<file path="config.mk">
export PLATFORM = sky130hd
export DESIGN_NAME = pci_burst_master
export DESIGN_NICKNAME = d
export VERILOG_FILES = /design/src/rtl/pci_burst_master_pkg.sv /design/src/rtl/pci_burst_master_buf.sv /design/src/rtl/pci_burst_master.sv
export SDC_FILE = /design/constraint.sdc
export NUM_CORES = 1
export LEC_CHECK = 0
export ABC_AREA = 1
export CORE_ASPECT_RATIO = 1.4
export CORE_MARGIN = 1
export CORE_UTILIZATION = 35
export CTS_CLUSTER_DIAMETER = 30
export DETAILED_ROUTE_END_ITERATION = 8
export MAX_ROUTING_LAYER = met4
export SKIP_CTS_REPAIR_TIMING = 1
export SYNTH_ARGS = -nofsm -noshare
export SYNTH_HDL_FRONTEND = slang
export SYNTH_SLANG_ARGS = --single-unit
</file>
<file path="constraint.sdc">
create_clock -name CLK -period 4 [get_ports CLK]
set_input_delay 0.8 -clock CLK [delete_from_list [all_inputs] [get_ports CLK]]
set_output_delay 0.8 -clock CLK [all_outputs]
set_load 0.05 [all_outputs]
</file>
<file path="src/rtl/pci_burst_master_pkg.sv">
// Shared definitions for the PCI burst master.
//   state_t      : master FSM state codes
//   CBE_*        : PCI command codes driven on m_cbe during the address phase
//   ST_*         : completion status codes reported with done
//   clog2()      : ceiling log2, used to size the buffer index
package pci_burst_master_pkg;

  typedef enum logic [2:0] {
    S_IDLE  = 3'd0,
    S_FILL  = 3'd1,
    S_REQ   = 3'd2,
    S_XFER  = 3'd3,
    S_CHK   = 3'd4,
    S_DRAIN = 3'd5,
    S_DONE  = 3'd6
  } state_t;

  localparam logic [3:0] CBE_RD_SINGLE = 4'h6;
  localparam logic [3:0] CBE_RD_MULT   = 4'hC;
  localparam logic [3:0] CBE_WR        = 4'h7;

  localparam logic [1:0] ST_OK     = 2'b00;
  localparam logic [1:0] ST_RETRY  = 2'b01;
  localparam logic [1:0] ST_ABORT  = 2'b10;
  localparam logic [1:0] ST_BADLEN = 2'b11;

  function automatic int clog2(input int value);
    int r;
    r = 0;
    while ((1 << r) < value) r++;
    return r;
  endfunction

endpackage

</file>
<file path="src/rtl/pci_burst_master_buf.sv">
// DEPTH x 32 single-clock buffer, one synchronous write port and one
// asynchronous read port. Holds write data before the bus cycle and read
// data captured from the bus until it is drained to the user.
//   CLK   : clock
//   we    : write enable
//   waddr : write index
//   wdata : write dword
//   raddr : read index
//   rdata : read dword (combinational)
module pci_burst_master_buf
  import pci_burst_master_pkg::*;
#(
  parameter int DEPTH = 16,
  parameter int AW    = clog2(DEPTH)
) (
  input  logic          CLK,
  input  logic          we,
  input  logic [AW-1:0] waddr,
  input  logic [31:0]   wdata,
  input  logic [AW-1:0] raddr,
  output logic [31:0]   rdata
);

  logic [31:0] mem [DEPTH];

  always_ff @(posedge CLK) begin
    if (we) mem[waddr] <= wdata;
  end

  assign rdata = mem[raddr];

endmodule

</file>
<file path="src/rtl/pci_burst_master.sv">
// User-side burst master for the PCI core initiator port.
// Accepts a command of 1..DEPTH dwords, buffers write data, requests the bus,
// resumes after disconnect/retry from the first untransferred dword, and
// drains captured read data to the user. Ends every command with a one-cycle
// done pulse carrying status and the number of dwords moved.
// Ports:
//   CLK, reset                  : clock, synchronous active-high reset
//   cmd_valid/ready/addr/write/len : command handshake
//   wr_valid/ready/data         : write data into the buffer (S_FILL)
//   rd_valid/rd_data            : read data out of the buffer (S_DRAIN)
//   done/status/xfer_cnt        : command completion report
//   adio_out/adio_in            : core data/address buses
//   m_data/m_data_vld/m_addr_n  : core phase indicators
//   csr                         : core status ([39]/[38] aborts)
//   complete/m_ready/m_cbe/m_wrdn/request/requesthold : core controls
// Handshakes: a transfer happens on a rising CLK edge where both valid and
// ready are high; valid may not depend on ready, and rd_valid has no
// backpressure (the user must take every beat).
module pci_burst_master
  import pci_burst_master_pkg::*;
#(
  parameter int DEPTH     = 16,
  parameter int LEN_W     = 5,
  parameter int MAX_RETRY = 8
) (
  input  logic             CLK,
  input  logic             reset,
  input  logic             cmd_valid,
  output logic             cmd_ready,
  input  logic [31:0]      cmd_addr,
  input  logic             cmd_write,
  input  logic [LEN_W-1:0] cmd_len,
  input  logic             wr_valid,
  output logic             wr_ready,
  input  logic [31:0]      wr_data,
  output logic             rd_valid,
  output logic [31:0]      rd_data,
  output logic             done,
  output logic [1:0]       status,
  output logic [LEN_W-1:0] xfer_cnt,
  input  logic [31:0]      adio_out,
  output logic [31:0]      adio_in,
  input  logic             m_data,
  input  logic             m_data_vld,
  input  logic             m_addr_n,
  input  logic [39:0]      csr,
  output logic             complete,
  output logic             m_ready,
  output logic [3:0]       m_cbe,
  output logic             m_wrdn,
  output logic             request,
  output logic             requesthold
);

  localparam int AW = LEN_W - 1;
  localparam logic [LEN_W-1:0] LEN_ONE = LEN_W'(1);

  state_t state, state_nxt;

  logic [31:0]      cur_addr;
  logic [LEN_W-1:0] len_q, ptr, drain_idx, remain;
  logic             dir_q, abort_q, prog_q, m_data_q, m_ready_q;
  logic [7:0]       rty_cnt, rty_next;
  logic [1:0]       status_q, status_val;
  logic             status_set;
  logic             cmd_fire, wr_fire, vld_fire, len_bad, addr_ph;
  state_t           end_state;
  logic [3:0]       cmd_cbe;
  logic             buf_we;
  logic [AW-1:0]    buf_raddr;
  logic [31:0]      buf_wdata, buf_rdata;
  logic             unused_ok;

  assign cmd_fire = cmd_valid && (state == S_IDLE);
  assign wr_fire  = wr_valid && wr_ready;
  // Data phases beyond the requested length are dropped so ptr saturates.
  assign vld_fire = (state == S_XFER) && m_data_vld && (ptr != len_q);
  assign len_bad  = (cmd_len == '0) || (cmd_len > LEN_W'(DEPTH));
  assign addr_ph  = (state == S_XFER) && !m_addr_n;
  assign remain   = len_q - ptr;
  // Reads with data already captured drain it even when the command failed.
  assign end_state = (!dir_q && (ptr != '0)) ? S_DRAIN : S_DONE;

  always_comb begin
    state_nxt  = state;
    status_set = 1'b0;
    status_val = ST_OK;
    rty_next   = rty_cnt;
    cmd_ready  = 1'b0;
    wr_ready   = 1'b0;
    request    = 1'b0;
    rd_valid   = 1'b0;
    done       = 1'b0;
    case (state)
      S_IDLE: begin
        cmd_ready = 1'b1;
        if (cmd_valid) begin
          if (len_bad) begin
            state_nxt  = S_DONE;
            status_set = 1'b1;
            status_val = ST_BADLEN;
          end else if (cmd_write) begin
            state_nxt = S_FILL;
          end else begin
            state_nxt = S_REQ;
          end
        end
      end
      S_FILL: begin
        wr_ready = (ptr != len_q);
        if (ptr == len_q) state_nxt = S_REQ;
      end
      S_REQ: begin
        request   = 1'b1;
        state_nxt = S_XFER;
      end
      S_XFER: begin
        // Attempt ends when the core leaves the data phase.
        if (m_data_q && !m_data) state_nxt = S_CHK;
      end
      S_CHK: begin
        rty_next = prog_q ? 8'd0 : rty_cnt + 8'd1;
        if (abort_q) begin
          status_set = 1'b1;
          status_val = ST_ABORT;
          state_nxt  = end_state;
        end else if (ptr == len_q) begin
          status_set = 1'b1;
          status_val = ST_OK;
          state_nxt  = end_state;
        end else if (rty_next == 8'(MAX_RETRY)) begin
          status_set = 1'b1;
          status_val = ST_RETRY;
          state_nxt  = end_state;
        end else begin
          state_nxt = S_REQ;
        end
      end
      S_DRAIN: begin
        rd_valid = 1'b1;
        if (drain_idx == ptr - LEN_ONE) state_nxt = S_DONE;
      end
      S_DONE: begin
        done      = 1'b1;
        state_nxt = S_IDLE;
      end
      default: state_nxt = S_IDLE;
    endcase
  end

  always_ff @(posedge CLK) begin
    if (reset) state <= S_IDLE;
    else       state <= state_nxt;
  end

  always_ff @(posedge CLK) begin
    if (reset) begin
      cur_addr  <= '0;
      len_q     <= '0;
      ptr       <= '0;
      drain_idx <= '0;
      dir_q     <= 1'b0;
      abort_q   <= 1'b0;
      prog_q    <= 1'b0;
      m_data_q  <= 1'b0;
      m_ready_q <= 1'b0;
      rty_cnt   <= '0;
      status_q  <= ST_OK;
    end else begin
      m_data_q  <= m_data;
      m_ready_q <= 1'b1;
      if (status_set) status_q <= status_val;
      // Abort and progress flags are per attempt: a new address phase clears them.
      if (!m_addr_n) begin
        abort_q <= 1'b0;
        prog_q  <= 1'b0;
      end
      case (state)
        S_IDLE: begin
          if (cmd_fire) begin
            cur_addr <= {cmd_addr[31:2], 2'b00};
            len_q    <= cmd_len;
            dir_q    <= cmd_write;
            ptr      <= '0;
            rty_cnt  <= '0;
            abort_q  <= 1'b0;
            prog_q   <= 1'b0;
          end
        end
        S_FILL: begin
          if (wr_fire)            ptr <= ptr + LEN_ONE;
          else if (ptr == len_q)  ptr <= '0;
        end
        S_XFER: begin
          if (m_data && (csr[39] || csr[38])) abort_q <= 1'b1;
          if (vld_fire) begin
            ptr      <= ptr + LEN_ONE;
            cur_addr <= cur_addr + 32'd4;
            prog_q   <= 1'b1;
          end
        end
        S_CHK: begin
          rty_cnt   <= rty_next;
          drain_idx <= '0;
        end
        S_DRAIN: drain_idx <= drain_idx + LEN_ONE;
        default: ;
      endcase
    end
  end

  // The buffer serves fill and read capture on the write port, and write
  // drive and drain on the read port; the states never overlap.
  assign buf_we    = wr_fire || (vld_fire && !dir_q);
  assign buf_wdata = (state == S_FILL) ? wr_data : adio_out;
  assign buf_raddr = (state == S_DRAIN) ? drain_idx[AW-1:0] : ptr[AW-1:0];

  pci_burst_master_buf #(
    .DEPTH (DEPTH),
    .AW    (AW)
  ) u_buf (
    .CLK   (CLK),
    .we    (buf_we),
    .waddr (ptr[AW-1:0]),
    .wdata (buf_wdata),
    .raddr (buf_raddr),
    .rdata (buf_rdata)
  );

  assign cmd_cbe = dir_q ? CBE_WR : ((len_q == LEN_ONE) ? CBE_RD_SINGLE : CBE_RD_MULT);

  assign adio_in  = addr_ph ? cur_addr :
                    ((state == S_XFER) && dir_q && m_data) ? buf_rdata : 32'd0;
  assign m_cbe    = addr_ph ? cmd_cbe : 4'h0;
  // Last dword of this attempt: one left, or two left with one completing now.
  assign complete = ((state == S_REQ) || (state == S_XFER)) &&
                    ((remain <= LEN_ONE) || (m_data_vld && (remain == LEN_W'(2))));
  assign m_ready     = m_ready_q;
  assign m_wrdn      = dir_q;
  assign requesthold = 1'b0;
  assign rd_data     = rd_valid ? buf_rdata : 32'd0;
  assign status      = done ? status_q : 2'b00;
  assign xfer_cnt    = done ? ptr : '0;

  assign unused_ok = ^{csr[37:0], cmd_addr[1:0]};

endmodule

</file>
==> results.py <==
metrics = {
    "cells_and_area": {
        "final_cell_mix": "edfxtp_1 (512), nand2_1 (300), a21oi_1 (292), inv_1 (228), o21ai_0 (208)",
        "fin_nets": 2766,
        "final_util": 0.4580,
        "final_common_cell": "edfxtp_1",
        "stdcell_area_mm2": 0.03326,
        "drive_gt1_frac": 0.1551,
        "syn2layout_area_growth_pct": 29.62,
        "fillers": 6604,
        "instances_no_fill": 3628,
    },
    "worst_setup_path": {
        "critPathRequiredTime_ps": 3200,
        "crit_top_cell": "a21oi_1",
        "setup.worst_path.start_class": "register",
        "end_kind": "primary output",
        "crit_buf_inv": 4,
        "path_delay_family": "buffers and inverters",
        "critPathMaxFanout": 103,
        "cpPeakStageDelay_ps": 450,
        "worstPathCellList": "inv_2 -> nand3_4 -> nand2_4 -> buf_16 -> a21oi_1 -> o211ai_1 -> nand3_1 -> a21oi_1 -> buf_4 -> buf_12",
        "critPathSlowestCell": "buf_16",
        "path_depth": 10,
        "cp.arrival_ps": 3120,
        "crit_type": "register to primary output",
        "r2r_cells": 12,
    },
    "die": {
        "die_h_um": 322.4,
        "core_mm2": 0.07261,
        "fp-row-count": 117,
        "initial_utilization": 0.3534,
        "ios": 233,
        "die_w_um": 230.8,
        "die_area_mm2": 0.07441,
    },
    "clock_network": {
        "cts.clk_slew.worst_paths_ps": 60,
        "clock_path_buffers": 3,
        "clock_latency_ps": 630,
        "cts.sinks": 575,
        "cts_buffers": 87,
        "cts-root-buf": "clkbuf_16",
        "cts_tree": "done",
        "htree_levels": 3,
    },
    "logic_synthesis": {
        "muxShareOfSynthArea": 0.01443,
        "synth_compound_area_frac": 0.1553,
        "synth_xor_area_frac": 0.005120,
        "ys_seq_elements": 575,
        "yosysSeqAreaShare": 0.6484,
        "ys_warn_count": 0,
        "postSynth.asyncResetShare": 0,
        "syn_area_per_cell_um2": 10.76,
        "yosys.area_share.simple": 0.1065,
        "syn_inst": 2384,
        "synth_ff_type": "edfxtp_1",
        "synth_top_family_by_area": "compound AO/OA/AOI/OAI gates",
        "synth_fp_nets": 2546,
        "ys_types": 48,
        "synthAdderAreaFrac": 0.006632,
        "synth-edff-count": 512,
        "netlist_area_mm2": 0.02566,
    },
    "route": {
        "wire_per_inst_um": 20.91,
        "vias": 19232,
        "routed_wl_um": 75850,
        "dr.pass1.iters": 5,
        "routed_via_density": 5.301,
        "drc_errors": 0,
        "ant_nets": 0,
        "drt_iter0_drc": 1601,
    },
    "worst_hold_path": {
        "holdPathStages": 2,
        "min_path_type": "register to register",
    },
    "grt": {
        "track_usage": 0.2020,
        "grt_pass1_wl_um": 109900,
        "grt_antenna_before_repair": 1,
        "grt_overflow": 0,
        "grt_max_degree": 105,
        "first_global_vias": 18512,
    },
    "power_and_ir_drop": {
        "cell_internal_pwr_mw": 13.82,
        "swShare": 0.3385,
        "pwr-share-clk": 0.370,
        "seqPwrFrac": 0.346,
        "p_sw_mw": 7.073,
        "p_per_area_mw_per_mm2": 628.3,
        "power_mw": 20.90,
        "ir_drop_mv": 0.3201,
        "pwr-share-comb": 0.285,
        "leakagePower_nw": 11.80,
    },
    "timing": {
        "hold_violations": 0,
        "holdWs_ps": 486.8,
        "worst_pin_slew_ps": 926.2,
        "setup_viol": 0,
        "rsz0062_at_grt": "yes",
        "post-route-period-util": 0.9812,
        "min_period_ps": 3925,
        "finalSetupTns_ps": 0,
        "finClkSkew_ps": 18.38,
        "fmax_mhz": 254.8,
        "slew_headroom": 0.3803,
        "timing.final.max_slew_violations": 0,
        "finalWorstSetupSlack_ps": 75.02,
    },
    "placed_design": {
        "dpl.hpwl_um": 43770,
        "dpl_cell_area_mm2": 0.02976,
        "placedCellCount": 3448,
        "numPortBuffers": 191,
        "gp_congestion": 0.8810,
        "place_ws_ps": 178.7,
    },
    "job": {
        "drv.max_cap_violation_count": 0,
    },
    "outcome": {
        "status": "completed",
    },
}
## registers in the layout, indices dropped and copies added, names as in the netlist, 2 cells and up
name       cells
u_buf.mem    512
cur_addr      30
rty_cnt        8
drain_idx      5
len_q          5
ptr            5
state          3
status_q       2
## tightest hold or removal path: stages (launching register included)
cell,delay (ps)
dfxtp_1,300
inv_1,70
a21oi_1,60
## area by class of cell
type | count | area [um^2] | area share
clock inverter | 64 | 681.9 | 0.02050
multi-input combinational | 1425 | 7695 | 0.2314
antenna | 1 | 2.502 | 0.00007525
tap | 952 | 1191 | 0.03582
inverter | 233 | 882.1 | 0.02652
clock buffer | 96 | 2338 | 0.07032
timing repair buffer | 282 | 3826 | 0.1151
sequential | 575 | 16640 | 0.5003
## path summary, 6_finish.rpt
check | from | end | slack (ps)
worst max-delay path | state[1] | rd_data[11] | 80
worst min-delay path | len_q[0] | len_q[0] | 490
worst max register to register | ptr[1] | u_buf.mem[5][8] | 660
worst min register to register | len_q[0] | len_q[0] | 490
## cells by family (layout without fill, tap and decap cells)
kind of cell,count (synthesis),in the layout
muxes,33,33
AOI/OAI and AO/OA,719,719
DFF,575,575
buffers and inverters,386,675
other,1,2
adders and majority gates,13,13
and+or+nand+nor,642,644
xor gates and xnor gates,15,15
## cell usage after synthesis (all sizes together), types with 2 or more instances
cell      n  area (um^2)
a221oi    3        26.28
o31ai     2        15.01
xnor2     8        70.07
nand4    10        62.56
o21ai   264         1336
and3      2        12.51
buf      97        534.3
a21oi   304         1521
nor2    121        461.7
a211oi    3        22.52
nor3     14        70.07
dfxtp    63         1261
ha       12        150.1
a31oi     7        43.79
inv     232        870.8
nand3   161        810.8
o211ai  129        968.4
or2       8        50.05
nor4      3        18.77
nor3b     2        15.01
nand2   317         1202
edfxtp  512        15370
o22ai     3        18.77
clkbuf   56        214.0
nand3b    3        22.52
xor2      7        61.31
mux2     32        360.4
## power by group through the flow
| stage | clock [mW] | combinational (mW) | sequential (mW) |
|---|---|---|---|
| floorplan | 0 | 3.83 | 7.28 |
| global placement | 0 | 5.35 | 7.33 |
| detailed placement | 0 | 5.48 | 7.33 |
| CTS | 7.84 | 5.51 | 7.21 |
| global route | 8.09 | 6.53 | 7.24 |
| finish | 7.73 | 5.95 | 7.22 |
## layer usage
layer / routed length (um) / global-route usage / part of all wire / vias to the layer above
met4: 2296 / 0.08550 / 0.030 / 0
met5: 0 / - / 0 / -
met3: 5422 / 0.03731 / 0.071 / 149
met2: 38310 / 0.3404 / 0.51 / 790
li1: - / - / - / 8986
met1: 29810 / 0.2355 / 0.39 / 9307
(Power assumes the default switching activity.)
